[src/rtl/blitter_pkg.sv]
// Shared types and constants for the sprite blitter.
// Widths match the vga_adapter pixel port and the ram_block sprite ROM.
package blitter_pkg;

    localparam int COLOUR_W = 9;
    localparam int X_W      = 8;
    localparam int Y_W      = 7;

    localparam int                  DEF_SCREEN_W    = 160;
    localparam int                  DEF_SCREEN_H    = 120;
    localparam logic [COLOUR_W-1:0] DEF_TRANSPARENT = 9'h1FF;

    typedef enum logic [1:0] {
        IDLE,
        DRAW,
        FLUSH,
        DONE
    } state_t;

endpackage

[src/rtl/sprite_addr_gen.sv]
// Row-major walker over a SPR_W x SPR_H sprite: col/row/idx counters and ROM address.
// Holds its position when advance is low, so the last address stays on the bus.
module sprite_addr_gen
    import blitter_pkg::*;
#(
    parameter int SPR_W  = 16,
    parameter int SPR_H  = 16,
    parameter int ADDR_W = 9
) (
    input  logic              clk,
    input  logic              resetn,
    input  logic              clear,
    input  logic              advance,
    input  logic [ADDR_W-1:0] base,
    output logic [ADDR_W-1:0] addr,
    output logic [X_W-1:0]    col,
    output logic [Y_W-1:0]    row,
    output logic              last
);

    localparam logic [X_W-1:0] COL_LAST = X_W'(SPR_W - 1);
    localparam logic [Y_W-1:0] ROW_LAST = Y_W'(SPR_H - 1);

    logic [ADDR_W-1:0] r_idx;
    logic [X_W-1:0]    r_col;
    logic [Y_W-1:0]    r_row;

    always_ff @(posedge clk or negedge resetn) begin
        if (!resetn) begin
            r_idx <= '0;
            r_col <= '0;
            r_row <= '0;
        end else if (clear) begin
            r_idx <= '0;
            r_col <= '0;
            r_row <= '0;
        end else if (advance) begin
            r_idx <= r_idx + 1'b1;
            if (r_col == COL_LAST) begin
                r_col <= '0;
                r_row <= r_row + 1'b1;
            end else begin
                r_col <= r_col + 1'b1;
            end
        end
    end

    // Address wraps naturally modulo 2**ADDR_W.
    assign addr = base + r_idx;
    assign col  = r_col;
    assign row  = r_row;
    assign last = (r_col == COL_LAST) && (r_row == ROW_LAST);

endmodule

[src/rtl/sprite_blitter.sv]
// Copies one sprite from a 1-cycle-latency ROM to the vga_adapter write port.
// First plot two cycles after start; done pulses at N+2; start is ignored while busy.
module sprite_blitter
    import blitter_pkg::*;
#(
    parameter int                  SPR_W       = 16,
    parameter int                  SPR_H       = 16,
    parameter int                  ADDR_W      = 9,
    parameter int                  SCREEN_W    = DEF_SCREEN_W,
    parameter int                  SCREEN_H    = DEF_SCREEN_H,
    parameter logic [COLOUR_W-1:0] TRANSPARENT = DEF_TRANSPARENT
) (
    input  logic                clk,
    input  logic                resetn,
    input  logic                start,
    input  logic [X_W-1:0]      x_in,
    input  logic [Y_W-1:0]      y_in,
    input  logic [ADDR_W-1:0]   base_addr,
    output logic [ADDR_W-1:0]   rom_addr,
    input  logic [COLOUR_W-1:0] rom_q,
    output logic [X_W-1:0]      vga_x,
    output logic [Y_W-1:0]      vga_y,
    output logic [COLOUR_W-1:0] vga_colour,
    output logic                vga_plot,
    output logic                busy,
    output logic                done
);

    localparam logic [X_W:0] X_LIM = (X_W + 1)'(SCREEN_W);
    localparam logic [Y_W:0] Y_LIM = (Y_W + 1)'(SCREEN_H);

    state_t            r_state;
    logic [X_W-1:0]    r_x0;
    logic [Y_W-1:0]    r_y0;
    logic [ADDR_W-1:0] r_base;
    logic [X_W-1:0]    r_col_d;
    logic [Y_W-1:0]    r_row_d;
    logic              r_valid_d;
    logic              r_busy;
    logic              r_done;

    logic              w_accept;
    logic              w_advance;
    logic [ADDR_W-1:0] w_addr;
    logic [X_W-1:0]    w_col;
    logic [Y_W-1:0]    w_row;
    logic              w_last;
    logic [X_W:0]      w_px;
    logic [Y_W:0]      w_py;

    assign w_accept  = (r_state == IDLE) && start;
    assign w_advance = (r_state == DRAW) && !w_last;

    sprite_addr_gen #(
        .SPR_W  (SPR_W),
        .SPR_H  (SPR_H),
        .ADDR_W (ADDR_W)
    ) u_addr_gen (
        .clk     (clk),
        .resetn  (resetn),
        .clear   (w_accept),
        .advance (w_advance),
        .base    (r_base),
        .addr    (w_addr),
        .col     (w_col),
        .row     (w_row),
        .last    (w_last)
    );

    always_ff @(posedge clk or negedge resetn) begin
        if (!resetn) begin
            r_state <= IDLE;
            r_x0    <= '0;
            r_y0    <= '0;
            r_base  <= '0;
            r_busy  <= 1'b0;
            r_done  <= 1'b0;
        end else begin
            case (r_state)
                IDLE: begin
                    if (start) begin
                        r_x0    <= x_in;
                        r_y0    <= y_in;
                        r_base  <= base_addr;
                        r_busy  <= 1'b1;
                        r_state <= DRAW;
                    end
                end
                DRAW: begin
                    if (w_last) begin
                        r_state <= FLUSH;
                    end
                end
                FLUSH: begin
                    r_done  <= 1'b1;
                    r_state <= DONE;
                end
                DONE: begin
                    r_done  <= 1'b0;
                    r_busy  <= 1'b0;
                    r_state <= IDLE;
                end
                default: r_state <= IDLE;
            endcase
        end
    end

    // Delay the pixel coordinates by the ROM read latency so they meet rom_q.
    always_ff @(posedge clk or negedge resetn) begin
        if (!resetn) begin
            r_col_d   <= '0;
            r_row_d   <= '0;
            r_valid_d <= 1'b0;
        end else begin
            r_col_d   <= w_col;
            r_row_d   <= w_row;
            r_valid_d <= (r_state == DRAW);
        end
    end

    assign rom_addr = ((r_state == DRAW) || (r_state == FLUSH)) ? w_addr : '0;

    // One extra bit so pixels past the right/bottom edge clip instead of wrapping.
    assign w_px = {1'b0, r_x0} + {1'b0, r_col_d};
    assign w_py = {1'b0, r_y0} + {1'b0, r_row_d};

    assign vga_x      = w_px[X_W-1:0];
    assign vga_y      = w_py[Y_W-1:0];
    assign vga_colour = r_valid_d ? rom_q : '0;
    assign vga_plot   = r_valid_d && (rom_q != TRANSPARENT) && (w_px < X_LIM) && (w_py < Y_LIM);

    assign busy = r_busy;
    assign done = r_done;

endmodule

[config.mk]
export PLATFORM = sky130hd
export DESIGN_NAME = sprite_blitter
export DESIGN_NICKNAME = d
export VERILOG_FILES = /design/src/rtl/blitter_pkg.sv /design/src/rtl/sprite_addr_gen.sv /design/src/rtl/sprite_blitter.sv
export SDC_FILE = /design/constraint.sdc
export NUM_CORES = 1
export LEC_CHECK = 0
export BUFFER_PORTS_ARGS = -buffer_cell sky130_fd_sc_hd__buf_2
export CAP_MARGIN = 10
export CORE_MARGIN = 2
export CORE_UTILIZATION = 30
export DETAILED_ROUTE_END_ITERATION = 16
export PLACE_DENSITY = 0.47
export SETUP_SLACK_MARGIN = 0.15
export SLEW_MARGIN = 20
export SYNTH_ARGS = -nofsm -noshare
export SYNTH_HDL_FRONTEND = slang
export SYNTH_SLANG_ARGS = --single-unit
[constraint.sdc]
create_clock -name clk -period 2.9 [get_ports clk]
set_clock_uncertainty 0.2 [all_clocks]
set_input_delay 0.145 -clock clk [delete_from_list [all_inputs] [get_ports clk]]
set_output_delay 0.145 -clock clk [all_outputs]
set_load 0.01 [all_outputs]
# Word-level counts from Yosys, hierarchy flattened
# Cells that the tools add are included.
[word_totals] n_memories=0 latch_bits=0 romBits=0 out_inout_bits=36 inputBits=36 register_bits=68 mem_bits_rw=0
[classes] mul=0 magnitude_cmp=2 n_reduce_logical=17 muxes=16 bitwise=0 n_eq_ne=8 shifts=0 n_div=0 addsub=6
[op_table] op="9-bit 2-to-1 mux" n=4
[op_table] op="8-bit 2-to-1 mux" n=3
[op_table] op="7-bit 2-to-1 mux" n=3
[op_table] op="8-bit by 8-bit adder with 9-bit output" n=1
[op_table] op="9-bit by 1-bit adder with 9-bit output, second input constant" n=1
[op_table] op="9-bit adder" n=1
[op_table] op="9-bit by 8-bit less-than comparator with 1-bit output, second input constant" n=1
[op_table] op="9-bit != test, second input constant" n=1
[op_table] op="7-bit by 7-bit adder with 8-bit output" n=1
[op_table] op="8-bit by 1-bit adder with 8-bit output, second input constant" n=1
[op_table] op="8-bit by 4-bit == test with 1-bit output, second input constant" n=1
[op_table] op="8-bit by 7-bit less-than comparator with 1-bit output, second input constant" n=1
[op_table] op="2-bit case mux with 4 select lines" n=1
[op_table] op="2-bit AND reduction" n=4
[op_table] op="2-bit nonzero test" n=4
[op_table] op="7-bit by 1-bit adder with 7-bit output, second input constant" n=1
[op_table] op="7-bit by 4-bit == test with 1-bit output, second input constant" n=1
[op_table] op="1-bit logical AND" n=6
[op_table] op="2-bit == test, second input constant" n=2
[op_table] op="2-bit 2-to-1 mux" n=2
[op_table] op="2-bit != test, second input constant" n=2
[op_table] op="1-bit case mux with 2 select lines" n=2
[op_table] op="2-bit by 1-bit == test with 1-bit output, second input constant" n=1
[op_table] op="2-bit zero test" n=1
[op_table] op="other kinds (3)" n=3

# Depth between registers and ports, before layout
# Gate-level depths: netlist of the first run.
[depth] word_depth=6 depth_mapped=9 depth_no_buf=9

# Hierarchy
# A second synthesis of the first run with hierarchy kept.
[hier_totals] cells_unflattened=358 hier_area_um2=3847.4
[by_module_without_submodules] module="sprite_blitter" area_each_um2=2292.2 cells_each=197 seq_area_each_um2=1101.1 instances=1
[by_module_without_submodules] module="sprite_addr_gen" area_each_um2=1555.2 cells_each=161 seq_area_each_um2=600.6 instances=1

# Least setup slack after synthesis of the first run
# OpenSTA, ideal clock, no wires.
[synth_path] path_kind="register -> output" start="register r_x0[2]" end="output port vga_plot" stages_incl_launch_ff=8 slack_ns=0.317 arrival_time_ns=2.238 n_path_buf=0 required_time_ns=2.555 path_cell_list="dfrtp_1 ha_1 and3_1 a2111oi_0 a22oi_1 xor2_1 o21ai_0 and4b_1"
[synth_between] elab_chain_cells=4
[synth_rtl] item="from (decl)" line="sprite_blitter.sv:33" rtl="logic [X_W-1:0] r_x0;"
[synth_rtl] item="from (signal assigned)" line="sprite_blitter.sv:82" rtl="r_x0 <= x_in;"
[synth_rtl] item="8-bit by 8-bit adder with 9-bit output" line="sprite_blitter.sv:124" rtl="assign w_px = {1'b0, r_x0} + {1'b0, r_col_d};"
[synth_rtl] item="named net vga_x[7]" line="sprite_blitter.sv:21" rtl="output logic [X_W-1:0] vga_x,"
[synth_rtl] item="9-bit by 8-bit less-than comparator with 1-bit output" line="sprite_blitter.sv:130" rtl="assign vga_plot = r_valid_d && (rom_q != TRANSPARENT) && (w_px < X_LIM) && (w_py < Y_LIM);"
[synth_rtl] item="1-bit logical AND (2 in a row)" line="sprite_blitter.sv:130"
[synth_rtl] item="to (decl)" line="sprite_blitter.sv:24" rtl="output logic vga_plot,"
# The timed path passes the listed nets, and every way through them passes these cells.

# Worst setup path after layout of the first run
[layout_path] start="register r_col_d[1]" end="output port vga_plot"
[layout_between] elab_chain_cells=4
[layout_rtl] item="from (decl)" line="sprite_blitter.sv:36" rtl="logic [X_W-1:0] r_col_d;"
[layout_rtl] item="from (signal assigned)" line="sprite_blitter.sv:115" rtl="r_col_d <= w_col;"
[layout_rtl] item="8-bit by 8-bit adder with 9-bit output" line="sprite_blitter.sv:124"
[layout_rtl] item="9-bit by 8-bit less-than comparator with 1-bit output" line="sprite_blitter.sv:130"
[layout_rtl] item="1-bit logical AND (2 in a row)" line="sprite_blitter.sv:130"
# No other way between the ends.

==> results of run 1 <==
[worst min-delay path by stage]
| stage | startpoint | to | cells after the start |
|---|---|---|---|
| finish | start | busy | 5 |
| detailed placement | y_in[1] | r_y0[1] | 3 |
| floorplan | resetn | busy | 0 |
| global placement | y_in[1] | r_y0[1] | 3 |
| global route | start | r_state[1] | 4 |
| CTS | start | busy | 5 |
[timing repair]
action,CTS,global route
pin swaps,2,10
cloned,0,0
hold buffers,25,0
hold endpoints to repair,92,0
resized for setup,11,9
buffers inserted,1,6
setup endpoints to repair,4,4
[through the flow]
stage	util	TNS (ns)	total power [mW]	cells
after detailed placement	0.3478	0	3.497	595
after global routing	0.4040	-0.003331	5.190	643
final	0.4040	0	4.771	643
after CTS	0.3983	0	4.760	637
after floorplan	-	0	2.825	357
after global placement	0.3478	0	3.462	595
[worst register-to-register path, delay by kind of cell (launching register included)]
| kind | cells | cell delay [ns] |
|---|---|---|
| compound gates | 1 | 0.62 |
| xor+xnor | 1 | 0.16 |
| flops | 1 | 0.42 |
| simple gates | 4 | 0.98 |
[Yosys cell counts, types with 5 or more instances]
master,instances
and3_1,5
nor2b_1,8
nand4_1,9
nand3_1,7
nor2_1,33
nand2_1,22
inv_1,20
xor2_1,16
ha_1,30
xnor2_1,15
nor3_1,5
a21oi_1,15
o21ai_0,17
dfrtp_1,68
and2_1,18
mux2_2,21
[power groups by stage]
stage / combinational, mW / sequential [mW] / clock, mW
finish: 2.21 / 1.43 / 1.13
detailed placement: 2.05 / 1.44 / 0
CTS: 2.15 / 1.44 / 1.16
global placement: 2.03 / 1.43 / 0
global route: 2.50 / 1.47 / 1.21
floorplan: 1.44 / 1.38 / 0
[sequential cells by signal, indices dropped and copies added, names as in the netlist, 7 cells and up]
name	cells
r_base	9
r_col_d	8
r_row_d	7
r_x0	8
r_y0	7
u_addr_gen.col	8
u_addr_gen.r_idx	9
u_addr_gen.row	7
[cells by family (layout without fill, tap and decap cells)]
logic type / count (synthesis) / in the layout / share of synthesized area
buffers and inverters: 28 / 142 / 0.03343
and+or+nand+nor: 119 / 119 / 0.1629
muxes: 24 / 24 / 0.07051
DFF: 68 / 68 / 0.4502
xor gates and xnor gates: 31 / 31 / 0.07183
AOI/OAI and AO/OA: 54 / 54 / 0.09599
adders and majority gates: 33 / 33 / 0.1152
[area by class of cell]
class / count / area (sq um)
clock inverters: 3 / 43.79
fillers: 1213 / 7430
multi-input cells: 261 / 2034
clock buffers: 13 / 270.3
flip-flops and latches: 68 / 1704
inverters: 20 / 75.07
repair buffers: 106 / 693.2
well taps: 172 / 215.2
[routing by layer]
layer | global-route usage | vias up
met5 | 0 | -
met4 | 0.04048 | 0
met3 | 0.02906 | 8
met2 | 0.2097 | 63
met1 | 0.1598 | 1400
li1 | - | 1459
==> flow_summary.json, run 1 <==
{
  "drive_gt1_frac": 0.3015,
  "final_cell_mix": "71 x buf_2, 66 x dfrtp_1, 33 x nor2_1, 27 x ha_1, 25 x dlygate4sd3_1",
  "crit_start": "r_col_d[1]",
  "path_delay_family": "compound AO/OA/AOI/OAI gates",
  "dr_wl_met3_um": 320,
  "r2r-start": "u_addr_gen.col[4]",
  "period_needed_ns": 2.718,
  "synth_cell_types": 48,
  "r2r_end": "u_addr_gen.r_idx[5]",
  "clock.fmax_ghz": 0.3679,
  "seq_power_share": 0.300,
  "netlist_instances": 357,
  "boundaryPins": 72,
  "coreArea_sq_um": 12470,
  "post_drt_wl_per_cell_um": 12.44,
  "setup.worst_path.end": "vga_plot",
  "die_h_um": 116.2,
  "insertion_delay_ns": 0.32,
  "setup_ws_ns": 0.1820,
  "p_leak_nw": 2.418,
  "syn_to_final_growth_pct": 33.23,
  "rrSetupSlack_ns": 0.40,
  "criticalPathCategory": "reg -> out",
  "grt_max_degree": 69,
  "grt_pass1_wl_um": 13370,
  "status": "complete, no violations",
  "dp_worst_setup_slack_ns": 0.3519,
  "maxSlewViolCount": 0,
  "cap_violations": 0,
  "grt_remaining_overflow": 0,
  "critical_path_depth": 9,
  "synth_top_area_frac": 0.4502,
  "globalplace.congestion": 0.7628,
  "vias": 2930,
  "cp-start-kind": "register",
  "whs_ns": 0.05373,
  "ant_nets": 0,
  "cts_made_buffers": 9,
  "yosys_warnings": 0,
  "rows": 41,
  "p_switching_mw": 1.711,
  "drt_iter0_drc": 101,
  "fin_area_sq_um": 5036,
  "first_pass_iters": 4,
  "syn_area_per_cell_sq_um": 10.59,
  "slowest_delay_ns": 0.38,
  "start_util": 0.3032,
  "finalSetupViolCount": 0,
  "arrival_ns": 2.37,
  "vdd_drop_max_uv": 482.4,
  "dpl.hpwl_um": 5499,
  "hold_viol_final": 0,
  "power_density_nw_per_um2": 947.3,
  "synth_edf_count": 0,
  "clock_sinks": 68,
  "ys_ff_latch": 68,
  "drc_errors": 0,
  "required_ns": 2.56,
  "cp-end-kind": "output pin",
  "p_int_mw": 3.060,
  "io_buffers": 71,
  "die_x_um": 116.2,
  "critPathBufInv": 2,
  "seq_area_frac_synth": 0.4502,
  "yosys-top-cells-area": "dfrtp_1 45%, ha_1 9.9%, mux2_2 6.3%",
  "top_layer_used": "met4",
  "dr_wl_met2_um": 3843,
  "worst-r2r-cell-count": 6,
  "synth_nets": 426,
  "p_sw_frac": 0.3586,
  "worst_pin_slew_ns": 0.8834,
  "grt_usage": 0.1250,
  "rsz0062_at_grt": "true",
  "dpl_cell_area_sq_um": 4335,
  "syn_area_sq_um": 3780,
  "async_flop_share": 1.000,
  "cts_tree": "done",
  "cp_slowest_cell": "dfrtp_1",
  "hold_class": "in -> reg",
  "cts_buffer_depth": 2,
  "ctsHtreeMaxLevel": 3,
  "routedLengthMet1_um": 3754,
  "synth.largest_area_cell": "dfrtp_1",
  "path_max_fanout": 2,
  "crit_path_cell_trace": "ha_1 > a21o_1 > a2111oi_2 > buf_4 > a22oi_2 > xor2_1 > o21ai_1 > and4b_1 > buf_2",
  "min_period_over_period": 0.9372,
  "clock-root-buffer": "clkbuf_16",
  "wl_um": 7997,
  "path_clk_slew_ns": 0.05,
  "synthFlopType": "dfrtp_1",
  "vias_per_cell": 4.557,
  "nets": 535,
  "relSlewSlack": 0.4111,
  "final_common_cell": "buf_2",
  "design.die.area_sq_um": 13510,
  "antenna_found_initial": 0,
  "p_clk_frac": 0.236,
  "grt_pass1_vias": 2903,
  "pwr-share-comb": 0.464,
  "diodes": 0
}
Power figures use the tool's default switching activity.
==> run 2: changes to the inputs <==
--- a/config.mk
+++ b/config.mk
@@ -10,6 +10,7 @@
 export CORE_MARGIN = 2
 export CORE_UTILIZATION = 30
 export DETAILED_ROUTE_END_ITERATION = 16
+export MAX_ROUTING_LAYER = met4
 export PLACE_DENSITY = 0.47
 export SETUP_SLACK_MARGIN = 0.15
 export SLEW_MARGIN = 20
==> run 2 against run 1 <==
- final cell count unchanged
- hold slack about the same
- critical path depth unchanged
- critical path type unchanged
- clock-buffer cell count unchanged
- sequential share of layout area unchanged
- flip-flop and latch count unchanged
- register-to-register slack about the same
- largest power group unchanged
- die area unchanged
- combinational power about the same
- setup slack got worse by 0.0022 ns
- sequential power about the same
==> flow_summary.json, run 2 (synthesis results as in run 1) <==
{
  "status": "complete, no violations",
  "p_clk_frac": 0.236,
  "hp-start": "start",
  "die_x_um": 116.2,
  "dpl.hpwl_um": 5499,
  "rows": 41,
  "required_ns": 2.56,
  "criticalPathCategory": "reg -> out",
  "period_needed_ns": 2.720,
  "cts_tree": "done",
  "slowest_delay_ns": 0.38,
  "die_h_um": 116.2,
  "seq_power_share": 0.300,
  "power_density_nw_per_um2": 947.1,
  "finalSetupTns_ns": 0,
  "clock.fmax_ghz": 0.3676,
  "setup_ws_ns": 0.1798,
  "cp-end-kind": "output pin",
  "fillerInstances": 1213,
  "worst_pin_slew_ns": 0.8840,
  "vias_per_cell": 4.552,
  "start_util": 0.3032,
  "finalSetupViolCount": 0,
  "multi_input_area_sq_um": 2034,
  "final_cell_mix": "71 x buf_2, 66 x dfrtp_1, 33 x nor2_1, 27 x ha_1, 25 x dlygate4sd3_1",
  "arrival_ns": 2.38,
  "pwr-share-comb": 0.464,
  "path_max_fanout": 2,
  "drc_errors": 0,
  "maxSlewViolCount": 0,
  "wl_um": 7984,
  "antenna_found_initial": 0,
  "crit_path_cell_trace": "ha_1 > a21o_1 > a2111oi_2 > buf_4 > a22oi_2 > xor2_1 > o21ai_1 > and4b_1 > buf_2",
  "min_period_over_period": 0.9380,
  "path_clk_slew_ns": 0.05,
  "coreArea_sq_um": 12470,
  "hold_depth": 5,
  "grt_remaining_overflow": 0,
  "io_buffers": 71,
  "cts_made_buffers": 9,
  "dp_worst_setup_slack_ns": 0.3519,
  "first_pass_iters": 4,
  "globalplace.congestion": 0.7729,
  "syn_to_final_growth_pct": 33.23,
  "vdd_drop_max_uv": 482.4,
  "cp-start-kind": "register",
  "grt_use_met2": 0.2093,
  "grt_max_degree": 69,
  "vias": 2927,
  "cap_violations": 0,
  "rrSetupSlack_ns": 0.40,
  "worst-r2r-cell-count": 6,
  "boundaryPins": 72,
  "diodes": 0,
  "cp_slowest_cell": "dfrtp_1",
  "grtUsageMet3": 0.02906,
  "hold_viol_final": 0,
  "p_sw_frac": 0.3585,
  "nets": 535,
  "r2r_end": "u_addr_gen.r_idx[5]",
  "cts_buffer_depth": 2,
  "insertion_delay_ns": 0.32,
  "ctsHtreeMaxLevel": 3,
  "ant_nets": 0,
  "r2r-start": "u_addr_gen.col[4]",
  "relSlewSlack": 0.4107,
  "drive_gt1_frac": 0.3015,
  "p_leak_nw": 2.418,
  "use_met1": 0.1602,
  "clock-root-buffer": "clkbuf_16",
  "clock_sinks": 68,
  "grt_usage": 0.1288,
  "hold_class": "in -> reg",
  "area.sequential_sq_um": 1704,
  "rsz0062_at_grt": "true",
  "p_switching_mw": 1.710,
  "grt_busiest_layer": "met2",
  "post_drt_wl_per_cell_um": 12.42,
  "grt_pass1_vias": 2899,
  "p_int_mw": 3.060,
  "p_total_mw": 4.770,
  "min_to": "busy",
  "design.die.area_sq_um": 13510,
  "final_common_cell": "buf_2",
  "grt_pass1_wl_um": 13370,
  "drt_iter0_drc": 98,
  "top_regs": "r_base: 9 flops, u_addr_gen.r_idx: 9 flops"
}
run 2: cell counts in the layout (fill, tap and decap cells not counted):
Identical to the previous run, type by type.
run 2: timing repair:
action,CTS,global route
setup endpoints to repair,4,4
gates resized for setup,11,9
pin swaps,2,10
hold buffers,25,0
endpoints found under the hold margin,92,0
buffers inserted,1,6
run 2: area by class of cell:
| type | count | share of cell area |
|---|---|---|
| Clock inverter | 3 | 0.008696 |
| Clock buffer | 13 | 0.05366 |
| Sequential cell | 68 | 0.3384 |
| Tap cell | 172 | 0.04273 |
| Inverter | 20 | 0.01491 |
| Timing Repair Buffer | 106 | 0.1376 |
| Multi-Input combinational cell | 261 | 0.4040 |
run 2: metrics by stage:
stage	hold slack [ns]	area, sq um	utilization	cells
floorplan	-0.3506	3780	-	357
global placement	0.1504	4335	0.3478	595
detailed placement	0.1570	4335	0.3478	595
CTS	0.04998	4965	0.3983	637
global route	0.09511	5036	0.4040	643
finish	0.05377	5036	0.4040	643
run 2: worst max path at each step:
stage               start       end  slack [ns]  cells after the start
2_1_floorplan     r_x0[2]  vga_plot        0.32                      7
3_3_place_gp      r_x0[2]  vga_plot        0.34                      9
3_5_place_dp      r_x0[2]  vga_plot        0.35                      9
4_1_cts           r_x0[2]  vga_plot        0.16                      9
5_1_grt        r_col_d[1]  vga_plot      0.0003                      9
6_report       r_col_d[1]  vga_plot        0.18                      9
run 2: metal layers:
layer  routed length, um  vias up
met5                   0        -
met4                  80        0
met3                 317        8
met2                3831       63
met1                3754     1397
li1                    -     1459
run 2: power by group through the flow:
stage | clock (mW) | sequential, mW | combinational, mW
2_1_floorplan | 0 | 1.38 | 1.44
3_3_place_gp | 0 | 1.43 | 2.03
3_5_place_dp | 0 | 1.44 | 2.05
4_1_cts | 1.16 | 1.44 | 2.15
5_1_grt | 1.21 | 1.47 | 2.50
6_report | 1.13 | 1.43 | 2.21
run 2: critical path, delay by kind of cell (launching register included):
family,cells,cell delay [ns]
adders and majority gates,1,0.30
xor gates and xnor gates,1,0.18
AOI/OAI and AO/OA,4,0.70
DFF,1,0.38
buffers and inverters,2,0.32
and+or+nand+nor,1,0.18
